[src/rtl/frame_wr_pkg.sv]
// Shared definitions for the per-slave DDR frame write address generator:
// FSM state encoding, bank field geometry and default sizing.
package frame_wr_pkg;

  typedef enum logic [2:0] {
    ST_IDLE      = 3'd0,
    ST_WAIT_DATA = 3'd1,
    ST_CMD       = 3'd2,
    ST_DATA      = 3'd3,
    ST_DONE      = 3'd4
  } wr_state_e;

  // Bank select occupies the top two bits of the DDR word address.
  localparam int BANK_W = 2;

  localparam int DEF_ADDR_W       = 25;
  localparam int DEF_BURST_LEN    = 64;
  localparam int DEF_ADDR_STEP    = 8;
  localparam int DEF_FRAME_BURSTS = 1800;
  localparam int DEF_FIFO_CNT_W   = 10;

  // LSB position of the bank field, which is also the width of the offset.
  function automatic int bank_lsb(input int addr_w);
    return addr_w - BANK_W;
  endfunction

endpackage

[src/rtl/frame_wr_burst_cnt.sv]
// Beat and burst counters for the frame write address generator.
// beat_last flags the final beat of a burst, frame_last flags the final
// burst of a frame; both are decoded from the current counter values.
module frame_wr_burst_cnt #(
  parameter int BURST_LEN    = 64,
  parameter int FRAME_BURSTS = 1800
) (
  input  logic ddr_clk,
  input  logic sys_rstn,
  input  logic frame_clr,
  input  logic beat_clr,
  input  logic beat_inc,
  output logic beat_last,
  output logic frame_last
);

  localparam int BEAT_W  = (BURST_LEN > 1) ? $clog2(BURST_LEN) : 1;
  localparam int BURST_W = (FRAME_BURSTS > 1) ? $clog2(FRAME_BURSTS) : 1;
  localparam logic [BEAT_W-1:0]  BEAT_MAX  = BEAT_W'(BURST_LEN - 1);
  localparam logic [BURST_W-1:0] BURST_MAX = BURST_W'(FRAME_BURSTS - 1);

  logic [BEAT_W-1:0]  beat_cnt_q, beat_cnt_d;
  logic [BURST_W-1:0] burst_cnt_q, burst_cnt_d;

  assign beat_last  = (beat_cnt_q == BEAT_MAX);
  assign frame_last = (burst_cnt_q == BURST_MAX);

  // Next count: clears win over increments; both counters roll to 0 at terminal count.
  always_comb begin
    beat_cnt_d  = beat_cnt_q;
    burst_cnt_d = burst_cnt_q;
    if (frame_clr || beat_clr) begin
      beat_cnt_d = '0;
    end else if (beat_inc) begin
      beat_cnt_d = beat_last ? '0 : beat_cnt_q + 1'b1;
    end
    if (frame_clr) begin
      burst_cnt_d = '0;
    end else if (beat_inc && beat_last) begin
      burst_cnt_d = frame_last ? '0 : burst_cnt_q + 1'b1;
    end
  end

  // Counter registers.
  always_ff @(posedge ddr_clk or negedge sys_rstn) begin
    if (!sys_rstn) begin
      beat_cnt_q  <= '0;
      burst_cnt_q <= '0;
    end else begin
      beat_cnt_q  <= beat_cnt_d;
      burst_cnt_q <= burst_cnt_d;
    end
  end

endmodule

[src/rtl/frame_wr_addr_gen.sv]
// Per-slave DDR write-side address generator. Drains the pixel write FIFO in
// fixed bursts, issuing one write command per burst at {bank, offset}, and
// pulses frame_wr_done once a whole frame has been written.
// Optional build macro FRAME_WR_STATUS_EN adds frame_cnt and frame_abort.
module frame_wr_addr_gen
  import frame_wr_pkg::*;
#(
  parameter int ADDR_W       = DEF_ADDR_W,
  parameter int BURST_LEN    = DEF_BURST_LEN,
  parameter int ADDR_STEP    = DEF_ADDR_STEP,
  parameter int FRAME_BURSTS = DEF_FRAME_BURSTS,
  parameter int FIFO_CNT_W   = DEF_FIFO_CNT_W
) (
  input  logic                  ddr_clk,
  input  logic                  sys_rstn,
  input  logic                  wr_load,
  input  logic [BANK_W-1:0]     wr_bank,
  input  logic [FIFO_CNT_W-1:0] fifo_rd_cnt,
  output logic                  fifo_rd_en,
  output logic                  cmd_valid,
  input  logic                  cmd_ready,
  output logic [ADDR_W-1:0]     cmd_addr,
  input  logic                  wdata_ready,
  output logic                  busy,
  output logic                  frame_wr_done
`ifdef FRAME_WR_STATUS_EN
  ,
  output logic [15:0]           frame_cnt,
  output logic                  frame_abort
`endif
);

  localparam int OFF_W = bank_lsb(ADDR_W);
  localparam logic [OFF_W-1:0]      OFF_INC   = OFF_W'(BURST_LEN * ADDR_STEP);
  localparam logic [FIFO_CNT_W-1:0] BURST_THR = FIFO_CNT_W'(BURST_LEN);

  wr_state_e         state_q, state_d;
  logic [BANK_W-1:0] bank_q, bank_d;
  logic [BANK_W-1:0] pend_bank_q, pend_bank_d;
  logic [OFF_W-1:0]  offset_q, offset_d;
  logic              load_pend_q, load_pend_d;

  logic              restart;
  logic [BANK_W-1:0] restart_bank;
  logic              frame_clr, beat_clr, beat_inc;
  logic              beat_last, frame_last;

  frame_wr_burst_cnt #(
    .BURST_LEN    (BURST_LEN),
    .FRAME_BURSTS (FRAME_BURSTS)
  ) u_burst_cnt (
    .ddr_clk    (ddr_clk),
    .sys_rstn   (sys_rstn),
    .frame_clr  (frame_clr),
    .beat_clr   (beat_clr),
    .beat_inc   (beat_inc),
    .beat_last  (beat_last),
    .frame_last (frame_last)
  );

  assign busy     = (state_q != ST_IDLE);
  assign cmd_addr = {bank_q, offset_q};

  // Next-state and output decode; a frame restart is collected into one path at the end.
  always_comb begin
    state_d       = state_q;
    bank_d        = bank_q;
    pend_bank_d   = pend_bank_q;
    offset_d      = offset_q;
    load_pend_d   = load_pend_q;
    restart       = 1'b0;
    restart_bank  = wr_bank;
    frame_clr     = 1'b0;
    beat_clr      = 1'b0;
    beat_inc      = 1'b0;
    cmd_valid     = 1'b0;
    fifo_rd_en    = 1'b0;
    frame_wr_done = 1'b0;

    case (state_q)
      ST_IDLE: begin
        if (wr_load) begin
          restart = 1'b1;
        end
      end

      ST_WAIT_DATA: begin
        // A new load abandons the frame before any command of this burst is issued.
        if (wr_load) begin
          restart = 1'b1;
        end else if (fifo_rd_cnt >= BURST_THR) begin
          state_d = ST_CMD;
        end
      end

      ST_CMD: begin
        cmd_valid = 1'b1;
        if (wr_load) begin
          load_pend_d = 1'b1;
          pend_bank_d = wr_bank;
        end
        if (cmd_ready) begin
          beat_clr = 1'b1;
          state_d  = ST_DATA;
        end
      end

      ST_DATA: begin
        fifo_rd_en = wdata_ready;
        beat_inc   = wdata_ready;
        if (wr_load) begin
          load_pend_d = 1'b1;
          pend_bank_d = wr_bank;
        end
        if (wdata_ready && beat_last) begin
          offset_d = offset_q + OFF_INC;
          // A burst is never truncated; a load seen during it takes effect here.
          if (load_pend_q || wr_load) begin
            restart      = 1'b1;
            restart_bank = wr_load ? wr_bank : pend_bank_q;
          end else if (frame_last) begin
            state_d = ST_DONE;
          end else begin
            state_d = ST_WAIT_DATA;
          end
        end
      end

      ST_DONE: begin
        frame_wr_done = 1'b1;
        if (wr_load) begin
          restart = 1'b1;
        end else begin
          state_d = ST_IDLE;
        end
      end

      default: begin
        state_d = ST_IDLE;
      end
    endcase

    if (restart) begin
      bank_d      = restart_bank;
      offset_d    = '0;
      load_pend_d = 1'b0;
      frame_clr   = 1'b1;
      state_d     = ST_WAIT_DATA;
    end
  end

  // State, address and pending-load registers.
  always_ff @(posedge ddr_clk or negedge sys_rstn) begin
    if (!sys_rstn) begin
      state_q     <= ST_IDLE;
      bank_q      <= '0;
      pend_bank_q <= '0;
      offset_q    <= '0;
      load_pend_q <= 1'b0;
    end else begin
      state_q     <= state_d;
      bank_q      <= bank_d;
      pend_bank_q <= pend_bank_d;
      offset_q    <= offset_d;
      load_pend_q <= load_pend_d;
    end
  end

`ifdef FRAME_WR_STATUS_EN
  logic [15:0] frame_cnt_q, frame_cnt_d;
  logic        frame_abort_q, frame_abort_d;

  // Frame counter wraps naturally; abort flag is sticky until reset.
  always_comb begin
    frame_cnt_d   = frame_cnt_q;
    frame_abort_d = frame_abort_q;
    if (state_q == ST_DONE) begin
      frame_cnt_d = frame_cnt_q + 16'd1;
    end
    if (wr_load && (state_q == ST_WAIT_DATA || state_q == ST_CMD || state_q == ST_DATA)) begin
      frame_abort_d = 1'b1;
    end
  end

  // Status registers.
  always_ff @(posedge ddr_clk or negedge sys_rstn) begin
    if (!sys_rstn) begin
      frame_cnt_q   <= '0;
      frame_abort_q <= 1'b0;
    end else begin
      frame_cnt_q   <= frame_cnt_d;
      frame_abort_q <= frame_abort_d;
    end
  end

  assign frame_cnt   = frame_cnt_q;
  assign frame_abort = frame_abort_q;
`endif

endmodule

[config.mk]
export PLATFORM = sky130hd
export DESIGN_NAME = frame_wr_addr_gen
export DESIGN_NICKNAME = d
export VERILOG_FILES = /design/src/rtl/frame_wr_pkg.sv /design/src/rtl/frame_wr_burst_cnt.sv /design/src/rtl/frame_wr_addr_gen.sv
export SDC_FILE = /design/constraint.sdc
export NUM_CORES = 1
export LEC_CHECK = 0
export BUFFER_PORTS_ARGS = -buffer_cell sky130_fd_sc_hd__buf_2
export CORE_ASPECT_RATIO = 0.5
export CORE_MARGIN = 1.5
export CORE_UTILIZATION = 55
export DETAILED_ROUTE_END_ITERATION = 12
export GPL_TIMING_DRIVEN = 0
export PLACE_DENSITY = 0.8
export SYNTH_ARGS = -nofsm -noshare
export SYNTH_HDL_FRONTEND = slang
export SYNTH_HIERARCHICAL = 1
export SYNTH_SLANG_ARGS = --single-unit
[constraint.sdc]
create_clock -name ddr_clk -period 3.6 [get_ports ddr_clk]
set_input_delay 0.54 -clock ddr_clk [delete_from_list [all_inputs] [get_ports ddr_clk]]
set_output_delay 0.54 -clock ddr_clk [all_outputs]
set_load 0.1 [all_outputs]
# Word level (Yosys, flattened, before mapping)
# Index checks and enable logic that the tools add are counted.
[totals] output_inout_bits=29 in_bits=17 register_bits=48 wordCells=76
[classes] n_lt_le_gt_ge=1 n_reduce_logical=17 n_eq_ne=13 muxes=35 addsub=3
[op_table] operator="$mux 23" n=3
[op_table] operator="$mux 11" n=3
[op_table] operator="$mux 3" n=8
[op_table] operator="$add 23x10->23 const B" n=1
[op_table] operator="$mux 6" n=3
[op_table] operator="$ne 3x3->1 const B" n=6
[op_table] operator="$pmux 3 s5" n=1
[op_table] operator="$mux 1" n=12
[op_table] operator="$reduce_bool 2->1" n=6
[op_table] operator="$add 11x1->11 const B" n=1
[op_table] operator="$eq 11x11->1 const B" n=1
[op_table] operator="$ge 10x7->1 const B" n=1
[op_table] operator="$mux 2" n=4
[op_table] operator="$reduce_and 7->1" n=1
[op_table] operator="$add 6x1->6 const B" n=1
[op_table] operator="$eq 3x2->1 const B" n=2
[op_table] operator="$eq 6x6->1 const B" n=1
[op_table] operator="$reduce_and 2->1" n=2
[op_table] operator="$eq 3x1->1 const B" n=1
[op_table] operator="$eq 3x3->1 const B" n=1
[op_table] operator="$logic_not 3->1" n=1
[op_table] operator="$reduce_bool 3->1" n=1
[op_table] operator="$reduce_or 3->1" n=1
[op_table] operator="$logic_and 1x1->1" n=2
[op_table] operator="other kinds (4)" n=5

# Longest topological paths before layout
# Gate-level depths: netlist of run 1.
[depth] depth_word=7 mapped_depth=11 depth_no_buf=9

# Modules after synthesis
# The synthesis of run 1 kept the hierarchy.
[modules_own_cells] module="frame_wr_addr_gen" instances=1 area_each_um2=1342.5 seq_area_each_um2=550.5 cells_each=146
[modules_own_cells] module="frame_wr_burst_cnt" instances=1 area_each_um2=962.2 seq_area_each_um2=425.4 cells_each=92

# Worst setup path after synthesis of run 1
# OpenSTA, ideal clock, no wires.
[synth_path] kind="reg-to-reg" start="register state_q[2]" end="register u_burst_cnt.burst_cnt_q[7]" t_required_ps=3523 path_stages_with_launch=9 setup_slack_ps=142 arrival_time_ps=3380 setup_ps=77 synth_period_minus_slack_ps=3458 path_cell_list="dfrtp_1 -> nand2b_1 -> clkbuf_1 -> nor2_1 -> and4_1 -> buf_4 -> a21oi_2 -> or4_1 -> a21oi_1"
[synth_lines] item="start, declared" line="frame_wr_addr_gen.sv:37" source="wr_state_e state_q, state_d;"
[synth_lines] item="start signal, assigned" line="frame_wr_addr_gen.sv:161" source="state_q <= state_d;"
[synth_lines] item="$eq 3x2->1"
[synth_lines] item="$mux 1"
[synth_lines] item="named net fifo_rd_en" line="frame_wr_addr_gen.sv:19" source="output logic fifo_rd_en,"
[synth_lines] item="$logic_and 1x1->1" line="frame_wr_burst_cnt.sv:39" source="end else if (beat_inc && beat_last) begin"
[synth_lines] item="$reduce_bool 2->1 (no source line)"
[synth_lines] item="end signal, assigned" line="frame_wr_burst_cnt.sv:51" source="burst_cnt_q <= burst_cnt_d;"
[synth_lines] item="end, declared" line="frame_wr_burst_cnt.sv:23" source="logic [BURST_W-1:0] burst_cnt_q, burst_cnt_d;"
# The timed path passes the listed nets, and every way through them passes these cells.
# A chain may end at the register's enable or synchronous reset.

# Worst setup path after layout of run 1
[layout_path] start="register u_burst_cnt.beat_cnt_q[5]" end="register u_burst_cnt.beat_cnt_q[5]"
[layout_between] elab_chain_cells=7
[layout_rtl] item="start, declared" line="frame_wr_burst_cnt.sv:22" source="logic [BEAT_W-1:0] beat_cnt_q, beat_cnt_d;"
[layout_rtl] item="start signal, assigned" line="frame_wr_burst_cnt.sv:50" source="beat_cnt_q <= beat_cnt_d;"
[layout_rtl] item="$eq 6x6->1 (*)" line="frame_wr_burst_cnt.sv:25" source="assign beat_last = (beat_cnt_q == BEAT_MAX);"
[layout_rtl] item="named net beat_last" line="frame_wr_addr_gen.sv:46" source="logic beat_last, frame_last;"
[layout_rtl] item="$logic_and 1x1->1 (*)" line="frame_wr_addr_gen.sv:115" source="if (wdata_ready && beat_last) begin"
[layout_rtl] item="$mux 1 (*)" line="frame_wr_addr_gen.sv:115"
[layout_rtl] item="$pmux 1 s2 (*)" line="frame_wr_addr_gen.sv:80" source="case (state_q)"
[layout_rtl] item="$mux 1 (*)" line="frame_wr_addr_gen.sv:143" source="if (restart) begin"
[layout_rtl] item="named net frame_clr" line="frame_wr_addr_gen.sv:45" source="logic frame_clr, beat_clr, beat_inc;"
[layout_rtl] item="$logic_or 1x1->1 (*)" line="frame_wr_burst_cnt.sv:32" source="if (frame_clr || beat_clr) begin"
[layout_rtl] item="$mux 6 or $reduce_bool 2->1 (tied branches)"
# Mark *: on every way through the listed nets, which the timed path passes. The rest lies on a longest branch. The select of a mux whose other input is x is not followed.

==> results.json, run 1 <==
{
  "antenna_found_initial": 0,
  "final_common_cell": "dfrtp_1",
  "seq_area_frac_synth": 0.423,
  "clock_path_buffers": 2,
  "min_period_over_period": 0.815,
  "layout.nets": 303,
  "final_max_slew_viol_count": 0,
  "grt_first_pass_wirelength_um": 8380,
  "drt_drc_violations_left": 0,
  "dp_hpwl_um": 3470,
  "grt_setup_unrepaired": "no",
  "dr_total_vias": 1969,
  "layout_common_cells": "39 x dfrtp_1, 33 x buf_2, 19 x a21oi_1, 17 x nor2_1, 16 x nand2_1",
  "p_total_mw": 1.41,
  "ys_seq_elements": 39,
  "endpoint_kind": "register",
  "max_clock_freq_mhz": 341,
  "fillers": 322,
  "worstPathCellList": "and2_1 -> and4_1 -> and4b_1 -> a22oi_2 -> inv_2 -> buf_2 -> or2_1 -> buf_4 -> o2111ai_2 -> or4b_1 -> a31oi_1",
  "fin_setup_tns_ns": 0,
  "slew_headroom": 0.428,
  "htree_levels": 2,
  "clk_pin_slew_ns": 0.08,
  "powerDensity_mw_per_mm2": 528,
  "via_per_inst": 5.83,
  "finalHoldViolCount": 0,
  "startpoint": "u_burst_cnt/beat_cnt_q[5]",
  "grt_pass1_vias": 1859,
  "area_growth_pct": 15.9,
  "diodes": 0,
  "cp_max_fo": 15,
  "grt_usage": 0.234,
  "drt-pass1-iter-count": 4,
  "yosysWarnings": 6,
  "worst_pin_slew_ns": 0.858,
  "ys_types": 57,
  "drtIter0Drc": 86,
  "io_pins": 46,
  "cts_made_buffers": 5,
  "die_w_um": 94.5,
  "setup_violations": 0,
  "start_util": 0.581,
  "cts-hold-fix-buffers": 0,
  "period_minus_slack_ns": 2.93,
  "crit_required_ns": 3.82,
  "crit_path_start_kind": "register",
  "grt_max_degree": 40,
  "layout-drive-gt1-share": 0.261,
  "avgSynthCellArea_um2": 9.68,
  "drv_cap": 0,
  "synthArstFlopShare": 1.00,
  "wirelength_um": 4870,
  "yosysTopAreaCell": "dfrtp_1",
  "place_area_mm2": 0.00255,
  "status": "finished clean",
  "cpPeakStageDelay_ns": 0.50,
  "rows": 16,
  "irDropWorstVdd_mv": 0.223,
  "cts_resized": 0,
  "fp.dieArea_mm2": 0.00461,
  "core_mm2": 0.00396,
  "crit_slowest_cell": "or4b_1",
  "clkSinkCount": 39,
  "synth_area_leaders": "dfrtp_1 42%, a21oi_1 4.1%, buf_4 3.9%, o31ai_1 3.3%, nor2_1 2.8%",
  "rrSetupSlack_ns": 0.67,
  "synth_top_cell_area_share": 0.423,
  "synthesis.area_mm2": 0.00230,
  "ys.flop_type": "dfrtp_1",
  "clk_latency_ns": 0.30,
  "finClkSkew_ns": 0.00581,
  "cts_tree": "built",
  "ant_nets": 0,
  "wl_per_cell_um": 14.4,
  "ctsRootBufferMaster": "clkbuf_8",
  "cts_setup_buffers": 0,
  "synth_edf_count": 0,
  "fin_area_mm2": 0.00267,
  "syn_inst": 238,
  "timing.rr.start": "u_burst_cnt/beat_cnt_q[5]",
  "p_leak_nw": 1.19,
  "die_y_um": 48.8,
  "port_buffers": 30,
  "hold_class": "input pin to asynchronous set/reset pin",
  "place.gp.congestion": 0.870,
  "grt_overflow_total": 0,
  "arrival_ns": 3.15,
  "critPathKind": "register to register"
}
==> layer usage <==
layer  track usage  up-vias  part of all wire
met3        0.0530        8             0.051
li1              -      971                 -
met4        0.0846        0             0.014
met5             0        -                 0
met1         0.294      935              0.43
met2         0.399       55              0.50
==> critical path: cells and delay by family, from the launching register on <==
kind,cells,cell delay [ns]
flops,1,0.39
buf+inv,3,0.60
simple gates,5,1.44
compound gates,3,0.44
==> metrics by stage <==
step                std cells  hold slack (ns)  setup WS (ns)   util
floorplan                 246            0.244          0.142      -
global placement          330            0.460          0.724  0.644
detailed placement        330            0.486          0.714  0.644
CTS                       338            0.385          0.685  0.674
global route              338            0.426          0.493  0.674
finish                    338            0.347          0.665  0.674
==> cell type report <==
class	count	area, um^2	share of cell area
plain buffers	18	131	0.0492
repair buffers	30	150	0.0562
flip-flops and latches	39	976	0.366
inverters	6	22.5	0.00843
well taps	54	67.6	0.0253
multi-input cells	183	1200	0.451
clock buffers	6	82.6	0.0309
clock inverters	2	35.0	0.0131
==> logic make-up after synthesis <==
kind of cell               Yosys count  synth area share
AOI/OAI and AO/OA                   55             0.163
xor gates and xnor gates             8            0.0304
adders and majority gates            3            0.0163
buffers and inverters               24            0.0668
DFF                                 39             0.423
muxes                                6            0.0277
other                                1           0.00163
and+or+nand+nor                    102             0.271
==> state kept, by name, summed over array words and instances (netlist names) <==
signal	flops
offset_q	14
u_burst_cnt/burst_cnt_q	11
u_burst_cnt/beat_cnt_q	6
state_q	3
bank_q	2
pend_bank_q	2
load_pend_q	1
==> power by group <==
part,leakage [nW],switching [mW],internal [mW],total (mW)
clock network,0.0612,0.156,0.224,0.380
logic,0.612,0.383,0.129,0.512
registers,0.521,0.0348,0.483,0.518
==> path summary, 6_finish.rpt <==
| kind | endpoint | depth (start not counted) |
|---|---|---|
| worst max-delay path | u_burst_cnt/beat_cnt_q[5] | 11 |
| worst min-delay path | u_burst_cnt/burst_cnt_q[5] | 1 |
| worst max register to register | u_burst_cnt/beat_cnt_q[5] | 11 |
| worst min register to register | bank_q[0] | 2 |
| max in group asynchronous | offset_q[13] | 1 |
| min in group ddr_clk | pend_bank_q[0] | 2 |
==> cell usage after synthesis, types with 2 or more instances <==
master     n
and2b_2    2
nand3_1    9
ha_1       3
nor3_1     3
nand2b_1   3
o41ai_1    2
nand2_1   16
mux2_2     3
xor2_1     4
mux2i_1    3
nor3b_1    2
inv_1      5
and3_1     3
nand3b_1   2
or4_1      8
or3_1      4
nand4b_1   3
nand4_1    9
dfrtp_1   39
buf_4     12
buf_2      3
o31ai_1   10
nor3_2     2
xnor2_1    4
a22oi_2    2
nor4_1     5
and2_1     2
or4b_1     2
buf_6      2
o21ai_0    8
and4_1     3
a21oi_1   19
nor2_1    17
Power figures use the tool's default switching activity.
==> run 2, diff against run 1 <==
--- a/config.mk
+++ b/config.mk
@@ -5,13 +5,14 @@
 export SDC_FILE = /design/constraint.sdc
 export NUM_CORES = 1
 export LEC_CHECK = 0
+export ABC_AREA = 1
 export BUFFER_PORTS_ARGS = -buffer_cell sky130_fd_sc_hd__buf_2
 export CORE_ASPECT_RATIO = 0.5
 export CORE_MARGIN = 1.5
-export CORE_UTILIZATION = 55
+export CORE_UTILIZATION = 51
 export DETAILED_ROUTE_END_ITERATION = 12
 export GPL_TIMING_DRIVEN = 0
-export PLACE_DENSITY = 0.8
+export PLACE_DENSITY = 0.77
 export SYNTH_ARGS = -nofsm -noshare
 export SYNTH_HDL_FRONTEND = slang
 export SYNTH_HIERARCHICAL = 1
==> constraint.sdc (replaced) <==
create_clock -name ddr_clk -period 2.69 [get_ports ddr_clk]
set_input_delay 0.4035 -clock ddr_clk [delete_from_list [all_inputs] [get_ports ddr_clk]]
set_output_delay 0.4035 -clock ddr_clk [all_outputs]
set_load 0.1 [all_outputs]
==> results.json, run 2 <==
{
  "synthesis.area_mm2": 0.00261,
  "critPathKind": "register to register",
  "htree_levels": 2,
  "worst-path-buf-inv": 4,
  "via_per_inst": 5.10,
  "irDropWorstVdd_mv": 0.292,
  "slew_headroom": 0.411,
  "wl_per_cell_um": 11.7,
  "worstPathCellList": "ha_1 -> nand3_1 -> nor2_1 -> nand2_1 -> nor2_1 -> nand2_4 -> nand2_4 -> buf_6 -> nor2_2 -> inv_1 -> nor2_4 -> inv_2 -> nand2_1 -> nor2_1 -> o21ai_1 -> inv_1",
  "fin_setup_tns_ns": 0,
  "synthTopCellsByCount": "105 x nand2_1, 44 x inv_1, 43 x nor2_1",
  "min_period_over_period": 0.889,
  "yosysMostFrequentCell": "nand2_1",
  "ctsRootBufferMaster": "clkbuf_8",
  "fin_hold_ws_ns": 0.235,
  "dp_hpwl_um": 4140,
  "crit_top_cell": "nor2_1",
  "dr_total_vias": 2423,
  "place_area_mm2": 0.00288,
  "cp_max_fo": 12,
  "worstRegToRegCells": 16,
  "max_clock_freq_mhz": 418,
  "cts_made_buffers": 5,
  "setup_violations": 0,
  "powerDensity_mw_per_mm2": 675,
  "synth_edf_count": 0,
  "die_y_um": 53.6,
  "multiInputGateArea_mm2": 0.00134,
  "finClkSkew_ns": 0.00385,
  "timing.rr.start": "u_burst_cnt/beat_cnt_q[0]",
  "fillers": 451,
  "clk_latency_ns": 0.29,
  "rr_endpoint": "u_burst_cnt/beat_cnt_q[5]",
  "cts_resized": 0,
  "drt_drc_violations_left": 0,
  "regArea_um2": 976,
  "start_util": 0.530,
  "place.gp.congestion": 0.882,
  "avgSynthCellArea_um2": 7.26,
  "ys_types": 32,
  "clk_pin_slew_ns": 0.08,
  "arrival_ns": 2.57,
  "grt_max_degree": 40,
  "fin_area_mm2": 0.00300,
  "drt-pass1-iter-count": 4,
  "final_common_cell": "nand2_1",
  "ys.flop_type": "dfrtp_1",
  "period_minus_slack_ns": 2.39,
  "wirelength_um": 5570,
  "layout_common_cells": "105 x nand2_1, 44 x inv_1, 40 x nor2_1, 39 x dfrtp_1",
  "seq_area_frac_synth": 0.373,
  "grt_first_pass_wirelength_um": 9340,
  "startpoint": "u_burst_cnt/beat_cnt_q[0]",
  "worst_pin_slew_ns": 0.884,
  "ant_nets": 0,
  "cts_tree": "built",
  "drv_cap": 0,
  "top_regs": "offset_q x14, u_burst_cnt/burst_cnt_q x11, u_burst_cnt/beat_cnt_q x6",
  "layout-drive-gt1-share": 0.212,
  "p_leak_nw": 1.61,
  "grt_overflow_total": 0,
  "drtIter0Drc": 101,
  "rrSetupSlack_ns": 0.30,
  "endpoint_kind": "register",
  "fp.dieArea_mm2": 0.00559,
  "cp_top_family": "simple AND/OR/NAND/NOR gates",
  "synth_top_cell_area_share": 0.373,
  "grt_usage": 0.208,
  "diodes": 0,
  "port_buffers": 29,
  "crit_slowest_cell": "dfrtp_1",
  "grt_setup_unrepaired": "no",
  "rows": 18,
  "grt_pass1_vias": 2186,
  "largest_reg_flops": 14,
  "io_pins": 46,
  "syn_inst": 360,
  "clock_path_buffers": 2,
  "synth_area_leaders": "dfrtp_1 37%, nand2_1 15%, inv_1 6.3%, nor2_1 6.2%, nand3_1 5.6%",
  "synthArstFlopShare": 1.00,
  "final_max_slew_viol_count": 0,
  "cts-hold-fix-buffers": 0,
  "antenna_found_initial": 0,
  "cts_setup_buffers": 0,
  "finalHoldViolCount": 0,
  "crit_path_start_kind": "register",
  "cpPeakStageDelay_ns": 0.39,
  "layout.nets": 424,
  "hold_class": "input pin to asynchronous set/reset pin",
  "core_mm2": 0.00493,
  "ys_seq_elements": 39,
  "regMostFlops": "offset_q",
  "status": "finished clean",
  "yosysWarnings": 6,
  "yosysTopAreaCell": "dfrtp_1",
  "clkSinkCount": 39,
  "crit_required_ns": 2.87,
  "die_w_um": 104,
  "area_growth_pct": 14.8
}
==> run 2: changes by cell type after synthesis, sizes merged, moves of 4 or more <==
cell,delta
a21oi,-4
and3,-4
and4,-4
inv,+43
nand2,+93
nand3,+25
nor2,+35
nor4,-6
o21ai,+8
o31ai,-9
or3,-4
or4,-8
xnor2,-4
==> run 2: routing by layer <==
| layer | up-vias | wire, um | track usage |
|---|---|---|---|
| met2 | 79 | 2810 | 0.404 |
| li1 | 1215 | - | - |
| met4 | 0 | 31 | 0.0556 |
| met3 | 4 | 288 | 0.0436 |
| met1 | 1125 | 2430 | 0.244 |
| met5 | - | 0 | 0 |
==> run 2: layout make-up <==
class,instances,share of cell area
multi-input cells,264,0.446
clock inverters,2,0.0117
inverters,49,0.0621
flip-flops and latches,39,0.325
plain buffers,16,0.0504
well taps,70,0.0292
clock buffers,6,0.0275
repair buffers,29,0.0484
==> run 2: cells by family after synthesis <==
kind of cell    count (synthesis)  share of synthesized area
compound gates                 38                     0.0881
xor+xnor                        4                     0.0134
fa+ha+maj                       3                     0.0144
buf+inv                        65                      0.129
flops                          39                      0.373
other cells                     1                    0.00143
simple gates                  210                      0.380
==> run 2: worst max-delay path by stage <==
stage,endpoint,slack (ns),cells past startpoint
5_1_grt,u_burst_cnt/beat_cnt_q[4],0.05,14
6_report,u_burst_cnt/beat_cnt_q[5],0.30,16
3_3_place_gp,u_burst_cnt/beat_cnt_q[5],0.30,16
3_5_place_dp,u_burst_cnt/beat_cnt_q[5],0.24,16
2_1_floorplan,u_burst_cnt/burst_cnt_q[10],0.32,9
4_1_cts,u_burst_cnt/beat_cnt_q[5],0.21,16
==> run 2: metrics by stage <==
| step | util | cells | power, mW | setup WS [ns] |
|---|---|---|---|---|
| 2_1_floorplan | - | 368 | 1.39 | 0.322 |
| 3_3_place_gp | 0.584 | 467 | 1.51 | 0.301 |
| 3_5_place_dp | 0.584 | 467 | 1.53 | 0.240 |
| 4_1_cts | 0.608 | 475 | 2.04 | 0.211 |
| 5_1_grt | 0.609 | 475 | 2.15 | 0.0490 |
| 6_report | 0.609 | 475 | 2.03 | 0.299 |
==> run 2: where the power goes <==
part	total [mW]	switching, mW	leakage [nW]	internal (mW)
sequential	0.682	0.0392	0.530	0.642
clock	0.508	0.208	0.0612	0.300
combinational	0.836	0.619	1.01	0.216
total	2.03	0.867	1.61	1.16
==> run 3, diff against run 2 <==
--- a/config.mk
+++ b/config.mk
@@ -7,7 +7,7 @@
 export LEC_CHECK = 0
 export ABC_AREA = 1
 export BUFFER_PORTS_ARGS = -buffer_cell sky130_fd_sc_hd__buf_2
-export CORE_ASPECT_RATIO = 0.5
+export CORE_ASPECT_RATIO = 1.25
 export CORE_MARGIN = 1.5
 export CORE_UTILIZATION = 51
 export DETAILED_ROUTE_END_ITERATION = 12
==> results.json, run 3 (same netlist as run 2, synthesis figures left out) <==
{
  "grt_setup_unrepaired": "no",
  "grt_overflow_total": 0,
  "rrSetupSlack_ns": 0.27,
  "grt_usage": 0.215,
  "port_buffers": 29,
  "place.gp.congestion": 0.895,
  "routed.top_layer": "met4",
  "dr_total_vias": 2315,
  "worstRegToRegCells": 16,
  "fin_area_mm2": 0.00297,
  "crit_required_ns": 2.88,
  "ant_nets": 0,
  "fin_hold_ws_ns": 0.219,
  "layout-drive-gt1-share": 0.207,
  "drt-pass1-iter-count": 4,
  "arrival_ns": 2.61,
  "critPathKind": "register to register",
  "fp.dieArea_mm2": 0.00557,
  "ctsRootBufferMaster": "clkbuf_8",
  "via_per_inst": 4.98,
  "area_growth_pct": 13.6,
  "max_clock_freq_mhz": 413,
  "status": "finished clean",
  "grt_pass1_vias": 2178,
  "clk_pin_slew_ns": 0.08,
  "fillers": 453,
  "grt_max_degree": 40,
  "cts_setup_buffers": 0,
  "period_minus_slack_ns": 2.42,
  "htree_levels": 2,
  "drtIter0Drc": 167,
  "clkSinkCount": 39,
  "core_mm2": 0.00483,
  "rows": 28,
  "finClkSkew_ns": 0.00870,
  "final_max_slew_viol_count": 0,
  "drv_cap": 0,
  "crit_path_start_kind": "register",
  "place_area_mm2": 0.00287,
  "final_common_cell": "nand2_1",
  "p_leak_nw": 1.60,
  "clock_path_buffers": 2,
  "worst_pin_slew_ns": 0.860,
  "met2WireLength_um": 2820,
  "powerDensity_mw_per_mm2": 662,
  "io_pins": 46,
  "fin_setup_tns_ns": 0,
  "largest_reg_flops": 14,
  "endpoint_kind": "register",
  "layout_common_cells": "105 x nand2_1, 44 x inv_1, 41 x nor2_1, 39 x dfrtp_1",
  "regMostFlops": "offset_q",
  "hold_class": "input pin to asynchronous set/reset pin",
  "layout.nets": 424,
  "route.met3.wl_um": 198,
  "wl_per_cell_um": 11.6,
  "dp_hpwl_um": 3980,
  "grt_first_pass_wirelength_um": 9490,
  "cts_tree": "built",
  "timing.rr.start": "u_burst_cnt/beat_cnt_q[1]",
  "die_y_um": 83.0,
  "slew_headroom": 0.427,
  "top_regs": "offset_q x14, u_burst_cnt/burst_cnt_q x11, u_burst_cnt/beat_cnt_q x6",
  "rr_endpoint": "u_burst_cnt/beat_cnt_q[5]",
  "irDropWorstVdd_mv": 0.426,
  "diodes": 0,
  "cts_resized": 0,
  "antenna_found_initial": 0,
  "cts-hold-fix-buffers": 0,
  "drt_drc_violations_left": 0,
  "min_period_over_period": 0.901,
  "start_util": 0.541,
  "wirelength_um": 5390,
  "die_w_um": 67.0,
  "cp_max_fo": 12,
  "finalHoldViolCount": 0,
  "cts_made_buffers": 5,
  "setup_violations": 0,
  "met1_length_um": 2300,
  "clk_latency_ns": 0.29
}
-- run 3: changes by cell type in the layout (fill, tap and decap cells not counted), sizes merged --
cell and delta:
clkinv -1, bufinv -1, clkbuf +2
-- run 3: critical path, cell delays in order (launching register included) --
cell     delay, ns
dfrtp_1       0.40
ha_1          0.22
nand3_1       0.11
nor2_1        0.06
nand2_1       0.21
nor2_1        0.12
nand2_4       0.13
nand2_4       0.07
buf_6         0.15
nor2_1        0.23
inv_1         0.14
nor2_4        0.14
inv_2         0.08
nand2_1       0.06
nor2_1        0.04
o21ai_1       0.11
inv_1         0.05
-- run 3: worst max-delay path by stage --
stage	startpoint	end	cells after the start
after detailed placement	u_burst_cnt/beat_cnt_q[1]	u_burst_cnt/beat_cnt_q[5]	16
after global placement	u_burst_cnt/beat_cnt_q[1]	u_burst_cnt/beat_cnt_q[5]	16
final	u_burst_cnt/beat_cnt_q[1]	u_burst_cnt/beat_cnt_q[5]	16
after CTS	u_burst_cnt/beat_cnt_q[1]	u_burst_cnt/beat_cnt_q[5]	16
after global routing	u_burst_cnt/beat_cnt_q[1]	u_burst_cnt/beat_cnt_q[5]	16
after floorplan	state_q[2]	u_burst_cnt/burst_cnt_q[10]	9
-- run 3: power breakdown --
group | switching [mW] | internal (mW)
clock | 0.208 | 0.234
combinational | 0.620 | 0.215
sequential | 0.0439 | 0.643
total | 0.872 | 1.09
-- run 3: layer usage --
layer  global-route usage  vias up
li1                     -     1212
met1                0.259     1055
met2                0.375       41
met3               0.0447        7
met4               0.0649        0
met5                    0        -
-- run 3: per-stage QoR --
stage / cells / utilization / power (mW) / setup slack, ns
2_1_floorplan: 368 / - / 1.39 / 0.322
3_3_place_gp: 457 / 0.593 / 1.52 / 0.295
3_5_place_dp: 457 / 0.593 / 1.53 / 0.292
4_1_cts: 465 / 0.614 / 1.99 / 0.264
5_1_grt: 465 / 0.614 / 2.08 / 0.0757
6_report: 465 / 0.614 / 1.96 / 0.267
-- run 3: final cells by class --
type | instances | area, um^2 | share of cell area
multi-input cells | 264 | 1340 | 0.450
flip-flops and latches | 39 | 976 | 0.329
inverters | 49 | 186 | 0.0628
plain buffers | 16 | 151 | 0.0510
repair buffers | 29 | 145 | 0.0489
clock buffers | 8 | 100 | 0.0337
well taps | 60 | 75.1 | 0.0253
